==> src/rtl/apx_add_sched_pkg.sv <==
// Shared types and defaults for the approximate-adder scheduler.
package apx_sched_pkg;

    typedef enum logic [2:0] {
        S_IDLE,
        S_RECONFIG,
        S_ISSUE,
        S_WAIT,
        S_RESP
    } state_t;

    localparam int DEF_ADD_LATENCY   = 1;
    localparam int DEF_SWITCH_CYCLES = 2;
    localparam int CNT_W             = 8;
    localparam int SW_CNT_W          = 16;

    function automatic logic [SW_CNT_W-1:0] sat_inc(input logic [SW_CNT_W-1:0] v);
        return (v == '1) ? v : v + 1'b1;
    endfunction

endpackage

==> src/rtl/apx_add_sched_if.sv <==
// Request, adder and response bundle between requesters and the adder scheduler.
interface apx_add_sched_if
    import apx_sched_pkg::*;
#(
    parameter int NUM_REQ = 4,
    parameter int DW      = 32,
    parameter int ID_W    = 2
);
    logic [NUM_REQ-1:0]    req_valid;
    logic [NUM_REQ-1:0]    req_ready;
    logic [NUM_REQ*DW-1:0] req_a;
    logic [NUM_REQ*DW-1:0] req_b;
    logic [NUM_REQ-1:0]    req_exact;
    logic                  add_reg_en;
    logic [DW-1:0]         add_a;
    logic [DW-1:0]         add_b;
    logic [DW-1:0]         add_c;
    logic                  rsp_valid;
    logic                  rsp_ready;
    logic [DW-1:0]         rsp_data;
    logic [ID_W-1:0]       rsp_id;
    logic                  rsp_exact;
    logic                  busy;
    logic [SW_CNT_W-1:0]   switch_cnt;

    modport slave (
        input  req_valid, req_a, req_b, req_exact, add_c, rsp_ready,
        output req_ready, add_reg_en, add_a, add_b, rsp_valid, rsp_data,
               rsp_id, rsp_exact, busy, switch_cnt
    );

    modport master (
        output req_valid, req_a, req_b, req_exact, add_c, rsp_ready,
        input  req_ready, add_reg_en, add_a, add_b, rsp_valid, rsp_data,
               rsp_id, rsp_exact, busy, switch_cnt
    );
endinterface

==> src/rtl/apx_add_sched_rr_arbiter.sv <==
// Combinational round-robin arbiter: first valid requester at or after the pointer.
module rr_arbiter #(
    parameter int NUM_REQ = 4,
    parameter int ID_W    = 2
) (
    input  logic [NUM_REQ-1:0] i_valid,
    input  logic [ID_W-1:0]    i_ptr,
    output logic [NUM_REQ-1:0] o_grant,
    output logic [ID_W-1:0]    o_idx,
    output logic               o_any
);
    logic [ID_W-1:0] w_j;

    always_comb begin
        o_grant = '0;
        o_idx   = '0;
        o_any   = 1'b0;
        w_j     = '0;
        for (int k = 0; k < NUM_REQ; k++) begin
            w_j = ID_W'((int'(i_ptr) + k) % NUM_REQ);
            if (!o_any && i_valid[w_j]) begin
                o_any      = 1'b1;
                o_idx      = w_j;
                o_grant[w_j] = 1'b1;
            end
        end
    end
endmodule

==> src/rtl/apx_add_sched.sv <==
// Shares one clock-gated approximate adder among NUM_REQ requesters:
// round-robin grant, gating reconfiguration with settle time, tagged response.
//
// state      | meaning
// S_IDLE     | arbitrate, accept one request
// S_RECONFIG | add_reg_en changed, wait SWITCH_CYCLES for gating to settle
// S_ISSUE    | register operands onto the adder inputs
// S_WAIT     | count down ADD_LATENCY, capture add_c on the last cycle
// S_RESP     | hold the response until the consumer accepts
module apx_add_sched
    import apx_sched_pkg::*;
#(
    parameter int NUM_REQ            = 4,
    parameter int DATA_PATH_BITWIDTH = 32,
    parameter int ADD_LATENCY        = DEF_ADD_LATENCY,
    parameter int SWITCH_CYCLES      = DEF_SWITCH_CYCLES,
    parameter int ID_W               = $clog2(NUM_REQ)
) (
    input  logic           clk,
    input  logic           rst,
    apx_add_sched_if.slave bus
);
    localparam int DW = DATA_PATH_BITWIDTH;

    state_t              r_state;
    state_t              w_state_nxt;
    logic [ID_W-1:0]     r_rr_ptr;
    logic [CNT_W-1:0]    r_cnt;
    logic [DW-1:0]       r_lat_a;
    logic [DW-1:0]       r_lat_b;
    logic                r_lat_exact;
    logic [ID_W-1:0]     r_lat_id;
    logic                r_add_reg_en;
    logic [DW-1:0]       r_add_a;
    logic [DW-1:0]       r_add_b;
    logic                r_rsp_valid;
    logic [DW-1:0]       r_rsp_data;
    logic [ID_W-1:0]     r_rsp_id;
    logic                r_rsp_exact;
    logic [SW_CNT_W-1:0] r_switch_cnt;

    logic [NUM_REQ-1:0]  w_grant;
    logic [ID_W-1:0]     w_idx;
    logic                w_any;
    logic                w_xfer;
    logic                w_req_exact;
    logic                w_mode_change;

    rr_arbiter #(.NUM_REQ(NUM_REQ), .ID_W(ID_W)) u_arb (
        .i_valid (bus.req_valid),
        .i_ptr   (r_rr_ptr),
        .o_grant (w_grant),
        .o_idx   (w_idx),
        .o_any   (w_any)
    );

    assign w_xfer        = (r_state == S_IDLE) && w_any;
    assign w_req_exact   = bus.req_exact[w_idx];
    assign w_mode_change = (w_req_exact != r_add_reg_en);

    always_ff @(posedge clk or posedge rst) begin
        if (rst) r_state <= S_IDLE;
        else     r_state <= w_state_nxt;
    end

    always_comb begin
        w_state_nxt = r_state;
        case (r_state)
            S_IDLE:     if (w_any) w_state_nxt = w_mode_change ? S_RECONFIG : S_ISSUE;
            S_RECONFIG: if (r_cnt == CNT_W'(1)) w_state_nxt = S_ISSUE;
            S_ISSUE:    w_state_nxt = S_WAIT;
            S_WAIT:     if (r_cnt == CNT_W'(1)) w_state_nxt = S_RESP;
            S_RESP:     if (bus.rsp_ready) w_state_nxt = S_IDLE;
            default:    w_state_nxt = S_IDLE;
        endcase
    end

    always_ff @(posedge clk or posedge rst) begin
        if (rst) begin
            r_rr_ptr     <= '0;
            r_cnt        <= '0;
            r_lat_a      <= '0;
            r_lat_b      <= '0;
            r_lat_exact  <= 1'b0;
            r_lat_id     <= '0;
            r_add_reg_en <= 1'b1;
            r_add_a      <= '0;
            r_add_b      <= '0;
            r_rsp_valid  <= 1'b0;
            r_rsp_data   <= '0;
            r_rsp_id     <= '0;
            r_rsp_exact  <= 1'b0;
            r_switch_cnt <= '0;
        end else begin
            case (r_state)
                S_IDLE: if (w_xfer) begin
                    r_lat_a     <= bus.req_a[int'(w_idx)*DW +: DW];
                    r_lat_b     <= bus.req_b[int'(w_idx)*DW +: DW];
                    r_lat_exact <= w_req_exact;
                    r_lat_id    <= w_idx;
                    r_rr_ptr    <= (w_idx == ID_W'(NUM_REQ - 1)) ? '0 : w_idx + 1'b1;
                    // Gating changes on RECONFIG entry so the settle window starts immediately
                    if (w_mode_change) begin
                        r_add_reg_en <= w_req_exact;
                        r_switch_cnt <= sat_inc(r_switch_cnt);
                        r_cnt        <= CNT_W'(SWITCH_CYCLES);
                    end
                end
                S_RECONFIG: r_cnt <= r_cnt - 1'b1;
                S_ISSUE: begin
                    r_add_a <= r_lat_a;
                    r_add_b <= r_lat_b;
                    r_cnt   <= CNT_W'(ADD_LATENCY);
                end
                S_WAIT: begin
                    if (r_cnt == CNT_W'(1)) begin
                        r_rsp_data  <= bus.add_c;
                        r_rsp_id    <= r_lat_id;
                        r_rsp_exact <= r_lat_exact;
                        r_rsp_valid <= 1'b1;
                    end else begin
                        r_cnt <= r_cnt - 1'b1;
                    end
                end
                S_RESP: if (bus.rsp_ready) r_rsp_valid <= 1'b0;
                default: ;
            endcase
        end
    end

    assign bus.req_ready  = (r_state == S_IDLE) ? w_grant : '0;
    assign bus.add_reg_en = r_add_reg_en;
    assign bus.add_a      = r_add_a;
    assign bus.add_b      = r_add_b;
    assign bus.rsp_valid  = r_rsp_valid;
    assign bus.rsp_data   = r_rsp_data;
    assign bus.rsp_id     = r_rsp_id;
    assign bus.rsp_exact  = r_rsp_exact;
    assign bus.busy       = (r_state != S_IDLE);
    assign bus.switch_cnt = r_switch_cnt;
endmodule

==> src/flat_wrapper.sv <==
// flat-port wrapper written by rule: the top's interface ports become plain ports
module apx_add_sched_flat import apx_sched_pkg::*;
#(
    parameter int NUM_REQ            = 4,
    parameter int DATA_PATH_BITWIDTH = 32,
    parameter int ADD_LATENCY        = DEF_ADD_LATENCY,
    parameter int SWITCH_CYCLES      = DEF_SWITCH_CYCLES,
    parameter int ID_W               = $clog2(NUM_REQ)
)
  (clk, rst, bus_req_valid, bus_req_a, bus_req_b, bus_req_exact, bus_add_c, bus_rsp_ready, bus_req_ready, bus_add_reg_en, bus_add_a, bus_add_b, bus_rsp_valid, bus_rsp_data, bus_rsp_id, bus_rsp_exact, bus_busy, bus_switch_cnt);
  apx_add_sched_if #(.NUM_REQ(NUM_REQ), .DW((32)), .ID_W(ID_W)) bus_i ();
  input  logic clk;
  input  logic rst;
  input wire logic [$bits(bus_i.req_valid)-1:0] bus_req_valid;
  input wire logic [$bits(bus_i.req_a)-1:0] bus_req_a;
  input wire logic [$bits(bus_i.req_b)-1:0] bus_req_b;
  input wire logic [$bits(bus_i.req_exact)-1:0] bus_req_exact;
  input wire logic [$bits(bus_i.add_c)-1:0] bus_add_c;
  input wire logic [$bits(bus_i.rsp_ready)-1:0] bus_rsp_ready;
  output wire logic [$bits(bus_i.req_ready)-1:0] bus_req_ready;
  output wire logic [$bits(bus_i.add_reg_en)-1:0] bus_add_reg_en;
  output wire logic [$bits(bus_i.add_a)-1:0] bus_add_a;
  output wire logic [$bits(bus_i.add_b)-1:0] bus_add_b;
  output wire logic [$bits(bus_i.rsp_valid)-1:0] bus_rsp_valid;
  output wire logic [$bits(bus_i.rsp_data)-1:0] bus_rsp_data;
  output wire logic [$bits(bus_i.rsp_id)-1:0] bus_rsp_id;
  output wire logic [$bits(bus_i.rsp_exact)-1:0] bus_rsp_exact;
  output wire logic [$bits(bus_i.busy)-1:0] bus_busy;
  output wire logic [$bits(bus_i.switch_cnt)-1:0] bus_switch_cnt;
  assign bus_i.req_valid = bus_req_valid;
  assign bus_i.req_a = bus_req_a;
  assign bus_i.req_b = bus_req_b;
  assign bus_i.req_exact = bus_req_exact;
  assign bus_i.add_c = bus_add_c;
  assign bus_i.rsp_ready = bus_rsp_ready;
  assign bus_req_ready = bus_i.req_ready;
  assign bus_add_reg_en = bus_i.add_reg_en;
  assign bus_add_a = bus_i.add_a;
  assign bus_add_b = bus_i.add_b;
  assign bus_rsp_valid = bus_i.rsp_valid;
  assign bus_rsp_data = bus_i.rsp_data;
  assign bus_rsp_id = bus_i.rsp_id;
  assign bus_rsp_exact = bus_i.rsp_exact;
  assign bus_busy = bus_i.busy;
  assign bus_switch_cnt = bus_i.switch_cnt;
  apx_add_sched #(.NUM_REQ(NUM_REQ), .DATA_PATH_BITWIDTH(DATA_PATH_BITWIDTH), .ADD_LATENCY(ADD_LATENCY), .SWITCH_CYCLES(SWITCH_CYCLES), .ID_W(ID_W)) u_core (.clk(clk), .rst(rst), .bus(bus_i));
endmodule
==> config.mk <==
export PLATFORM = sky130hd
export DESIGN_NAME = apx_add_sched_flat
export DESIGN_NICKNAME = d
export VERILOG_FILES = /design/src/rtl/apx_add_sched_pkg.sv /design/src/rtl/apx_add_sched_if.sv /design/src/rtl/apx_add_sched_rr_arbiter.sv /design/src/rtl/apx_add_sched.sv /design/src/flat_wrapper.sv
export SDC_FILE = /design/constraint.sdc
export NUM_CORES = 1
export LEC_CHECK = 0
export BUFFER_PORTS_ARGS = -buffer_cell sky130_fd_sc_hd__clkbuf_2
export CAP_MARGIN = 30
export CORE_AREA = 3 3 165 167
export CTS_BUF_LIST = sky130_fd_sc_hd__clkbuf_4 sky130_fd_sc_hd__clkbuf_8
export CTS_CLUSTER_DIAMETER = 60
export DETAILED_ROUTE_END_ITERATION = 12
export DIE_AREA = 0 0 168 170
export PLACE_DENSITY_LB_ADDON = 0.3
export SLEW_MARGIN = 5
export SYNTH_ARGS = -nofsm -noshare
export SYNTH_HDL_FRONTEND = slang
export SYNTH_SLANG_ARGS = --single-unit
==> constraint.sdc <==
create_clock -name clk -period 11.4 [get_ports clk]
set_input_delay 1.14 -clock clk [delete_from_list [all_inputs] [get_ports clk]]
set_output_delay 1.14 -clock clk [all_outputs]
set_load 0.02 [all_outputs]
# ---- After elaboration in Yosys (flattened, before gate mapping)
# Index checks and enable logic that the tools add are counted.
dict set report totals {
  memories 0
  mem_bits_ro 0
  ff_bits 197
  word_cells 118
  out_inout_bits 122
  ram_bits 0
  latchBits 0
}
dict set report classes {
  n_shift 2
  n_div 0
  mux 45
  addsub 6
  n_eq_ne 15
  reduce_logical 22
  order_cmp 9
  bitwise_logic 4
  multipliers 0
}
# cell count
set op_table {}
lappend op_table {{indexed part select 128 x 8 -> 32 bit} 2}
lappend op_table {{one-hot mux 8 bit (4 select lines)} 1}
lappend op_table {{two-way mux 8 bit} 3}
lappend op_table {{two-way mux 4 bit} 5}
lappend op_table {{adder 16 x 1 -> 16 bit, second input constant} 1}
lappend op_table {{equality test 16 bit, second input constant} 1}
lappend op_table {{less-than comparator 2 x 3 -> 1 bit, second input constant} 5}
lappend op_table {{two-way mux 1 bit} 15}
lappend op_table {{one-hot mux 3 bit (5 select lines)} 1}
lappend op_table {{two-way mux 2 bit} 6}
lappend op_table {{two-way mux 3 bit} 4}
lappend op_table {{bitwise OR 4 bit} 3}
lappend op_table {{AND reduction 4 bit} 3}
lappend op_table {{binary-select mux 1 bit (select 2 bit)} 5}
lappend op_table {{inequality test 2 x 1 -> 1 bit, second input constant} 5}
lappend op_table {{demux 1 bit (select 2 bit)} 4}
lappend op_table {{equality test 8 x 1 -> 1 bit, second input constant} 1}
lappend op_table {{>= comparator 2 x 1 -> 1 bit, second input constant} 4}
lappend op_table {{logical AND 1 bit} 8}
lappend op_table {{subtractor 8 x 1 -> 8 bit, second input constant} 1}
lappend op_table {{equality test 3 x 2 -> 1 bit, second input constant} 2}
lappend op_table {{AND reduction 3 bit} 2}
lappend op_table {{adder 2 x 1 -> 2 bit, second input constant} 2}
lappend op_table {{adder 2 bit, second input constant} 2}
lappend op_table {{other kinds (13)} 17}

# ---- Logic depth before layout (Yosys ltp)
# Gate-level depths: netlist (run 1).
dict set report depth {
  depth_word 18
  ltp_mapped 14
  ltp_nobuf 10
}

# ---- Hierarchy
# From an unflattened synthesis (run 1), not the netlist that was laid out.
dict set report hier_totals {
  cells_unflattened 791
  area_unflattened_um2 9766.9
}
# mod instances area_per_inst_um2 cells_each
set by_module_without_submodules {}
lappend by_module_without_submodules {apx_add_sched 1 9347.7 746}
lappend by_module_without_submodules {rr_arbiter 1 419.2 45}

# ---- Least setup slack after synthesis (run 1)
# Ideal clock, no wire load.
dict set report synth_timing {
  path_type {input-to-output}
  from {input port bus_req_valid[2]}
  to {output port bus_req_ready[0]}
  stages 9
  slack_ps 7423
  n_path_buf 1
  arrival_time_ps 2837
  required_time_ps 10260
  path_cell_list {buf_2 -> mux2_1 -> nand2_1 -> o21ai_0 -> a211oi_1 -> a22oi_1 -> nor2_1 -> a221oi_1 -> nor2_1}
}
dict set report synth_via {
  elab_chain_cells 13
}
# item line_no
set synth_lines {}
lappend synth_lines {{start, declared} flat_wrapper.sv:14} ;# input wire logic [$bits(bus_i.req_valid)-1:0] bus_req_valid;
lappend synth_lines {{binary-select mux 1 bit (select 2 bit)} apx_add_sched_rr_arbiter.sv:21} ;# if (!o_any && i_valid[w_j]) begin
lappend synth_lines {{two-way mux 1 bit (not written as such)} apx_add_sched_rr_arbiter.sv:21}
lappend synth_lines {{two-way mux 1 bit} apx_add_sched_rr_arbiter.sv:21}
lappend synth_lines {{zero test 1 bit} apx_add_sched_rr_arbiter.sv:21}
lappend synth_lines {{logical AND 1 bit} apx_add_sched_rr_arbiter.sv:21}
lappend synth_lines {{two-way mux 1 bit} apx_add_sched_rr_arbiter.sv:21}
lappend synth_lines {{zero test 1 bit} apx_add_sched_rr_arbiter.sv:21}
lappend synth_lines {{logical AND 1 bit} apx_add_sched_rr_arbiter.sv:21}
lappend synth_lines {{two-way mux 1 bit} apx_add_sched_rr_arbiter.sv:21}
lappend synth_lines {{zero test 1 bit} apx_add_sched_rr_arbiter.sv:21}
lappend synth_lines {{logical AND 1 bit} apx_add_sched_rr_arbiter.sv:21}
lappend synth_lines {{two-way mux 4 bit (*)} apx_add_sched_rr_arbiter.sv:21}
lappend synth_lines {{two-way mux 4 bit (*)} apx_add_sched.sv:131} ;# assign bus.req_ready = (r_state == S_IDLE) ? w_grant : '0;
lappend synth_lines {{end, declared} flat_wrapper.sv:20} ;# output wire logic [$bits(bus_i.req_ready)-1:0] bus_req_ready;
# Mark *: on every way between the ends. The rest lies on a longest branch, timed or not. The select of a mux whose other input is x is not followed.

# ---- Final worst setup path (run 1)
dict set report layout_timing {
  from {register u_core.r_rr_ptr[0]}
  to {output port bus_req_ready[3]}
}
dict set report layout_via {
  elab_chain_cells 13
}
# item line_no
set layout_lines {}
lappend layout_lines {{start, declared} apx_add_sched.sv:27} ;# logic [ID_W-1:0] r_rr_ptr;
lappend layout_lines {{start signal, assigned} apx_add_sched.sv:101} ;# r_rr_ptr <= (w_idx == ID_W'(NUM_REQ - 1)) ? '0 : w_idx + 1'b1;
lappend layout_lines {{parallel branches: the longest is 11 deep, another holds less-than comparator 2 x 3 -> 1 bit} n/a}
lappend layout_lines {{two-way mux 4 bit (*)} apx_add_sched_rr_arbiter.sv:21}
lappend layout_lines {{two-way mux 4 bit (*)} apx_add_sched.sv:131}
# Mark *: on every way between the ends. The select of a mux whose other input is x is not followed.

==> metrics.txt, run 1 <==
Post-synth EDFFs=0; Yosys cell types=61; dpl hpwl=~23000 µm; FF-to-FF End=u_core.bus.switch_cnt[1]; Synth Register Bits=197; clock buffer depth=2; H-tree levels=4; final hold vios=0; FP Rows=59; post_cts resized=0; Ports=421; min-delay worst type=flop to flop; initial antenna violation count=7; Num Clock Sinks=around 200; WL/cell=about 16 µm; Int Pwr=0.00200 W; Die W=168 µm; Area Overhead vs Synth=26.8%; P_sw=0.00178 W; Layout Cells excl Fill=1880; Detailed Routing Iterations Pass 1=5; register-to-register setup slack=~6700 ps; sequential power share=32.8%; RR Startpoint=u_core.r_rr_ptr[0]; Leakage=6.78 nW; Worst R2R Path Depth=11; WS Path Type=flop to output pin; vias=9406; CP Capture Type=output pin; Slew Viols, Final=0; WL final=30400 µm; clock share of power=11.8%; CTS tree=built; clock latency reported for the late side of the worst-skew pair=between 400 and 500 ps; MaxCap Viol Count=0; first-pass GRT wire length=48000 µm; Reg clk slew, reported paths=approximately 100 ps; Worst Setup Start Kind=flop; status=complete, no violations; RSZ-0062 raised after global routing=false; Hold Crit Start=u_core.r_lat_b[31]; hold path cells=2; Overall Global Routing Usage=20.9%; total power=0.00378 W; Die Area=28600 µm²; Die Y=170 µm; DRT iter0 DRCs=400; mapped cell area=between 10000 and 15000 µm²; pin count of the biggest net entering global routing=135; hold path endpoint=u_core.r_lat_b[31]; Finish-stage setup viols=0; Max Fclk=192 MHz; Mapped Nets=between 1000 and 1500; sequential fraction of the synthesis area=47.9%; min Tclk post-route=5200 ps; Clock Skew=21.6 ps; Via density=5.00; Multi-input gate area=5010 µm²; sequential cell area=4930 µm²; Post-CTS Setup Inserts=0; worst rel slew slack=37.6%; final setup TNS=0 ps; share of cells above drive strength 1=38.2%; clock root cell=clkbuf_8; worst vdd ir=approximately 0.16 mV; Hold-fix buffers, CTS=0; Synthesis Warnings=0; Worst EP required=roughly 10000 ps; PortBufs=420; grt ovf=0; CTS Buf Count=17; Fillers=2527; Syn Inst Count=1160; sw frac=47.2%; ys flop type=dfrtp_1; combinational fraction of design power=a little under three fifths; P per Cell Area=roughly 290 nW/µm²; DRT antenna net count=0; Worst Path Arrival=slightly above 4000 ps; Initial Util=39.7%; RD Place Congestion=0.863; crit path max fanout=23; dpl cells=about 1800; vias in the first global route=9065; final period utilization=45.6%; Synth async-reset ratio=100%; Residual DRC=0; core area=25900 µm²; Tightest Pin Transition=935 ps; nets@finish=1841; average size of a mapped cell=8.87 µm²
==> how the worst max path moves through the flow <==
stage	start	end	slack, ps	cells past startpoint
2_1_floorplan	rst	u_core.bus.add_a[0]	4890	1
3_3_place_gp	u_core.r_rr_ptr[0]	u_core.r_rr_ptr[0]	6800	10
3_5_place_dp	u_core.r_rr_ptr[0]	u_core.r_lat_b[0]	6680	12
4_1_cts	u_core.r_rr_ptr[0]	bus_req_ready[3]	6220	11
5_1_grt	u_core.r_rr_ptr[0]	bus_req_ready[3]	5760	11
6_report	u_core.r_rr_ptr[0]	bus_req_ready[3]	6200	11
==> per-stage QoR <==
| step | hold slack [ps] | util [%] | cell area [µm²] | setup slack [ps] |
|---|---|---|---|---|
| floorplan | 442 | - | 10300 | 4890 |
| global placement | 456 | 48.5 | 12600 | 6800 |
| detailed placement | 467 | 48.6 | 12600 | 6680 |
| CTS | 489 | 50.1 | 13000 | 6220 |
| global route | 514 | 50.4 | 13100 | 5760 |
| finish | 481 | 50.4 | 13100 | 6200 |
==> worst max-delay path, stage by stage, from the launching register on <==
cell and delay [ps]:
dfrtp_1 830, inv_1 300, ha_1 580, mux2_1 420, nand2_1 80, o21ai_0 200, a211oi_1 540, a22oi_1 120
nor2_1 120, a221oi_1 60, nor2_1 150, clkbuf_2 190
==> per-layer routing <==
metal | vias up | share of wire, % | track usage, %
met1 | 4422 | 40 | 25.1
met5 | - | 0.22 | 0
met2 | 281 | 51 | 36.6
met3 | 35 | 8.0 | 6.64
met4 | 10 | 1.4 | 5.19
li1 | 4658 | - | -
==> cells in the mapped netlist, types with 3 or more instances <==
library cell,n,area (µm²)
nor3b_1,4,30.0
a22oi_1,6,45.0
nand2_1,404,1520
buf_1,4,15.0
nor2_1,17,63.8
o21ai_0,138,691
nor4_1,3,18.8
nand3_1,75,375
nor4_2,5,62.6
buf_2,4,20.0
xnor2_1,7,61.3
mux2_2,101,1140
clkbuf_1,69,259
dfrtp_1,196,4900
ha_1,12,150
xor2_1,10,87.6
o31ai_1,3,22.5
or4_1,4,30.0
or3_1,3,18.8
a21oi_1,9,45.0
inv_1,9,33.8
nand4_1,3,18.8
mux2i_1,8,80.1
a221oi_1,4,35.0
nor3_1,6,30.0
and3_1,4,25.0
nand3b_1,3,22.5
buf_4,3,22.5
==> cells by family (layout without fill, tap and decap cells) <==
family / Yosys count / count (layout) / share of synthesized area (%)
other cells: 0 / 2 / 0
flops: 197 / 197 / 47.9
xor+xnor: 18 / 18 / 1.60
mux: 113 / 113 / 12.5
fa+ha+maj: 12 / 12 / 1.46
simple gates: 548 / 548 / 23.0
buf+inv: 91 / 474 / 3.62
compound gates: 181 / 181 / 9.95
==> cell type report <==
type                       instances  share of cell area (%)
inverter                           9                   0.336
clock buffer                      19                    1.96
tap                              335                    3.21
sequential                       197                    37.8
clock inverter                    13                    1.05
timing repair buffer             433                    17.3
multi-input combinational        872                    38.4
antenna                            2                  0.0384
==> power by group through the flow <==
stage	clock network (W)	registers, W	logic (W)
global placement	0	0.00123	0.00207
detailed placement	0	0.00125	0.00211
floorplan	0	0.00141	0.00134
CTS	0.000462	0.00124	0.00211
finish	0.000447	0.00124	0.00209
global route	0.000490	0.00129	0.00236
==> sequential cells by signal (all words and copies together), names as in the netlist <==
register	flops
u_core.bus.add_a	32
u_core.bus.add_b	32
u_core.bus.add_reg_en	1
u_core.bus.rsp_data	32
u_core.bus.rsp_exact	1
u_core.bus.rsp_id	2
u_core.bus.rsp_valid	1
u_core.bus.switch_cnt	16
u_core.r_cnt	8
u_core.r_lat_a	32
u_core.r_lat_b	32
u_core.r_lat_exact	1
u_core.r_lat_id	2
u_core.r_rr_ptr	2
u_core.r_state	3
==> cell usage in the layout, fill, tap and decap left out, types with 3 or more instances in the layout <==
cell type and instances:
nor2_1 17, clkbuf_8 18, or3_1 3, o21ai_0 138, ha_1 12, nor3_1 6, inv_8 5, inv_1 7
dfrtp_1 196, a21oi_1 9, o31ai_1 3, nor4_2 5, a221oi_1 4, nand2_1 404, xnor2_1 7, nand3b_1 3
and3_1 4, buf_4 10, mux2i_1 8, mux2_2 101, a22oi_1 6, nor3b_1 3, nand4_1 3, nor4_1 3
clkbuf_2 420, xor2_1 10, nand3_1 74, inv_6 3, or4_1 4
Note: power is estimated with default switching activity, not from simulation.
==> run 2: changes to the inputs <==
- ABC_AREA: default -> 1
- CORE_AREA: 3 3 165 167 -> 3 3 161 163
- DIE_AREA: 0 0 168 170 -> 0 0 164 166
- clock period: 11.4 -> 4.95 ns (I/O delays scaled with it)
==> run 2 against run 1 <==
Effect of this change: critical path depth is 5 higher; hold slack got worse by 270 ps; wire length grew 4.7%; via count grew 9.8%; clock-buffer cell count down 1; first-iteration DRC count increased by 55%; combinational power increased to 2.5 times the previous value; power grew 140%; area after synthesis up 1.9%; critical path type is now flop to flop.
==> metrics.txt, run 2 <==
hold path endpoint=u_core.bus.rsp_data[11]; final period utilization=79.6%; Initial Util=42.9% (+3.1 points); Syn Inst Count=1341 (+16%); Leakage=6.97 nW (+2.8%); ys flop type=dfrtp_1; Synth async-reset ratio=100% (unchanged); Post-synth top cells=387 x nand2_1, 216 x nor2_1, 196 x dfrtp_1; Hold Crit Start=bus_add_c[11]; Worst EP required=5310 ps (-4950 ps); Place WS=1070 ps (-5620 ps); Synthesis Warnings=0 (unchanged); RSZ-0062 raised after global routing=false; Reg clk slew, reported paths=120 ps (+20 ps); share of Yosys cell area claimed by the top area cell type=46.8% (-0.88 points); post_cts resized=0 (unchanged); worst rel slew slack=35.5% (-2.2 points); sequential fraction of the synthesis area=47.0% (-0.89 points); Die Y=166 µm (-2.4%); Hold Slack=214 ps (-267 ps); worst vdd ir=0.445 mV (+180%); Mapped Nets=1652 (+12%); final hold vios=0 (unchanged); RR Startpoint=u_core.r_rr_ptr[0]; most common cell in the netlist=nand2_1; P per Cell Area=693 nW/µm² (+140%); Final WS setup=1010 ps (-5190 ps); status=complete, no violations; clock latency reported for the late side of the worst-skew pair=480 ps (+20 ps); Ports=421 (unchanged); register-to-register setup slack=1010 ps (-5700 ps); antenna cells=0 (-2); most frequent cells in the layout=420 x clkbuf_2, 387 x nand2_1, 216 x nor2_1; RD Place Congestion=0.873 (+1.2%); mapped cell area=10500 µm² (+1.9%); Post-synth EDFFs=0 (unchanged); CTS Buf Count=17 (unchanged); vias=10300 (+9.8%); DRT iter0 DRCs=620 (+55%); Die Area=27200 µm² (-4.7%); Overall Global Routing Usage=23.0% (+2.1 points); nets@finish=2027 (+10%); H-tree levels=4 (unchanged); dpl hpwl=23900 µm (+4.1%); Tightest Pin Transition=962 ps (+27.0 ps); clock buffer depth=2 (unchanged); DRT antenna net count=0 (unchanged); average size of a mapped cell=7.82 µm² (-12%); MaxCap Viol Count=0 (unchanged); PortBufs=420 (unchanged); CP Capture Type=flop; Post-CTS Setup Inserts=0 (unchanged); Synth Register Bits=197 (unchanged); Max Fclk=approximately 250 MHz; Area Overhead vs Synth=24.5%; Synth area leader=dfrtp_1; Clock Skew=24.0 ps (+2.37 ps); CTS tree=built; share of cells above drive strength 1=30.1% (-8.1 points); Slew Viols, Final=0 (unchanged); min-delay worst type=input port to flop; WL final=31900 µm (+4.7%); Synth area leaders=dfrtp_1 47%, nand2_1 14%, nor2_1 7.7%, o21ai_0 6.6%, inv_1 2.6%; commonest non-fill, non-tap cell in the layout=clkbuf_2; Residual DRC=0 (unchanged); Detailed Routing Iterations Pass 1=5 (unchanged); FF-to-FF End=u_core.bus.switch_cnt[6]; Worst Setup Start Kind=flop; core area=24500 µm² (-5.6%); hold path cells=3 (+1); min Tclk post-route=3940 ps; Finish-stage setup viols=0 (unchanged); first-pass GRT wire length=50700 µm (+5.6%); Num Clock Sinks=197 (unchanged); final setup TNS=0 ps (unchanged); Yosys cell types=49 (-20%); pin count of the biggest net entering global routing=100 (-26%); Worst Path Arrival=4300 ps (+240 ps); initial antenna violation count=0 (-7); WL/cell=15.5 µm (-4.1%); crit path max fanout=74 (+220%); WS Path Type=flop to flop; grt ovf=0 (unchanged); Via density=5.03 (+0.53%); clock root cell=clkbuf_8; FP Rows=57 (-3.4%); vias in the first global route=10100 (+11%); Die W=164 µm (-2.4%); Fillers=2389 (-5.5%); Worst R2R Path Depth=16 (+5)
[run 2: cell count changes after synthesis, moves of 17 or more]
cell      change
clkbuf_1     -39
inv_1        +64
mux2_2      -101
nand2_1      -17
nand3_1      -36
nor2_1      +199
o21ai_1      +29
o22ai_1      +34
o311ai_1     +31
[run 2: worst max path at each step]
stage                                           end  slack (ps)  depth (start not counted)               start
final                      u_core.bus.switch_cnt[6]        1010                         16  u_core.r_rr_ptr[0]
after global routing       u_core.bus.switch_cnt[9]         670                         16  u_core.r_rr_ptr[0]
after floorplan                 u_core.bus.add_a[0]        1910                          1                 rst
after detailed placement  u_core.bus.switch_cnt[13]        1070                         16  u_core.r_rr_ptr[0]
after global placement     u_core.bus.switch_cnt[2]        1210                         16  u_core.r_rr_ptr[0]
after CTS                  u_core.bus.switch_cnt[6]        1040                         16  u_core.r_rr_ptr[0]
[run 2: kinds of logic (layout without fill, tap and decap cells)]
logic type | count (synthesis) | in the layout | synth area share [%]
adders and majority gates | 12 | 12 | 1.43
AOI/OAI and AO/OA | 251 | 251 | 14.1
buffers and inverters | 160 | 548 | 7.67
xor gates and xnor gates | 19 | 19 | 1.59
DFF | 197 | 197 | 47.0
and+or+nand+nor | 702 | 702 | 28.1
[run 2: timing repair]
item	CTS	global route
hold buffers	1	0
endpoints found under the hold margin	13	0
endpoints found under the setup margin	0	0
[run 2: worst max-delay path, cell delays in order (launching register included)]
cell and delay (ps):
dfrtp_1 750, inv_8 110, ha_1 400, inv_1 120, nand3_2 110, nand2_4 100, a21oi_1 190, nand2_2 140
nand2_8 330, buf_4 610, nand2_2 90, nand3_2 100, nand3_2 120, nand2_4 170, nand2_4 180, nand2_1 130
o21ai_2 50
[run 2: layer usage]
layer	track usage [%]	part of all wire [%]
met4	6.47	2.4
met2	40.1	49
met1	28.0	40
met5	0	0
met3	5.96	8.1
[run 2: power by group]
group,internal (W),switching (W)
sequential,0.00232,0.000405
combinational,0.00168,0.00359
clock,0.000390,0.000659
[run 2: layout make-up]
class	count	area [µm²]	share of cell area (%)
clock buffers	18	241	1.85
repair buffers	433	2230	17.1
flip-flops and latches	197	4930	37.8
clock inverters	14	161	1.24
well taps	324	405	3.10
multi-input cells	984	4750	36.4
inverters	83	335	2.57
[run 2: metrics by stage]
stage	utilization, %	instances	power, W	instance area, µm²
2_1_floorplan	-	1341	0.00688	10500
3_3_place_gp	51.7	2020	0.00795	12600
3_5_place_dp	51.7	2020	0.00806	12600
4_1_cts	53.4	2053	0.00913	13100
5_1_grt	53.4	2053	0.00990	13100
6_report	53.4	2053	0.00905	13100
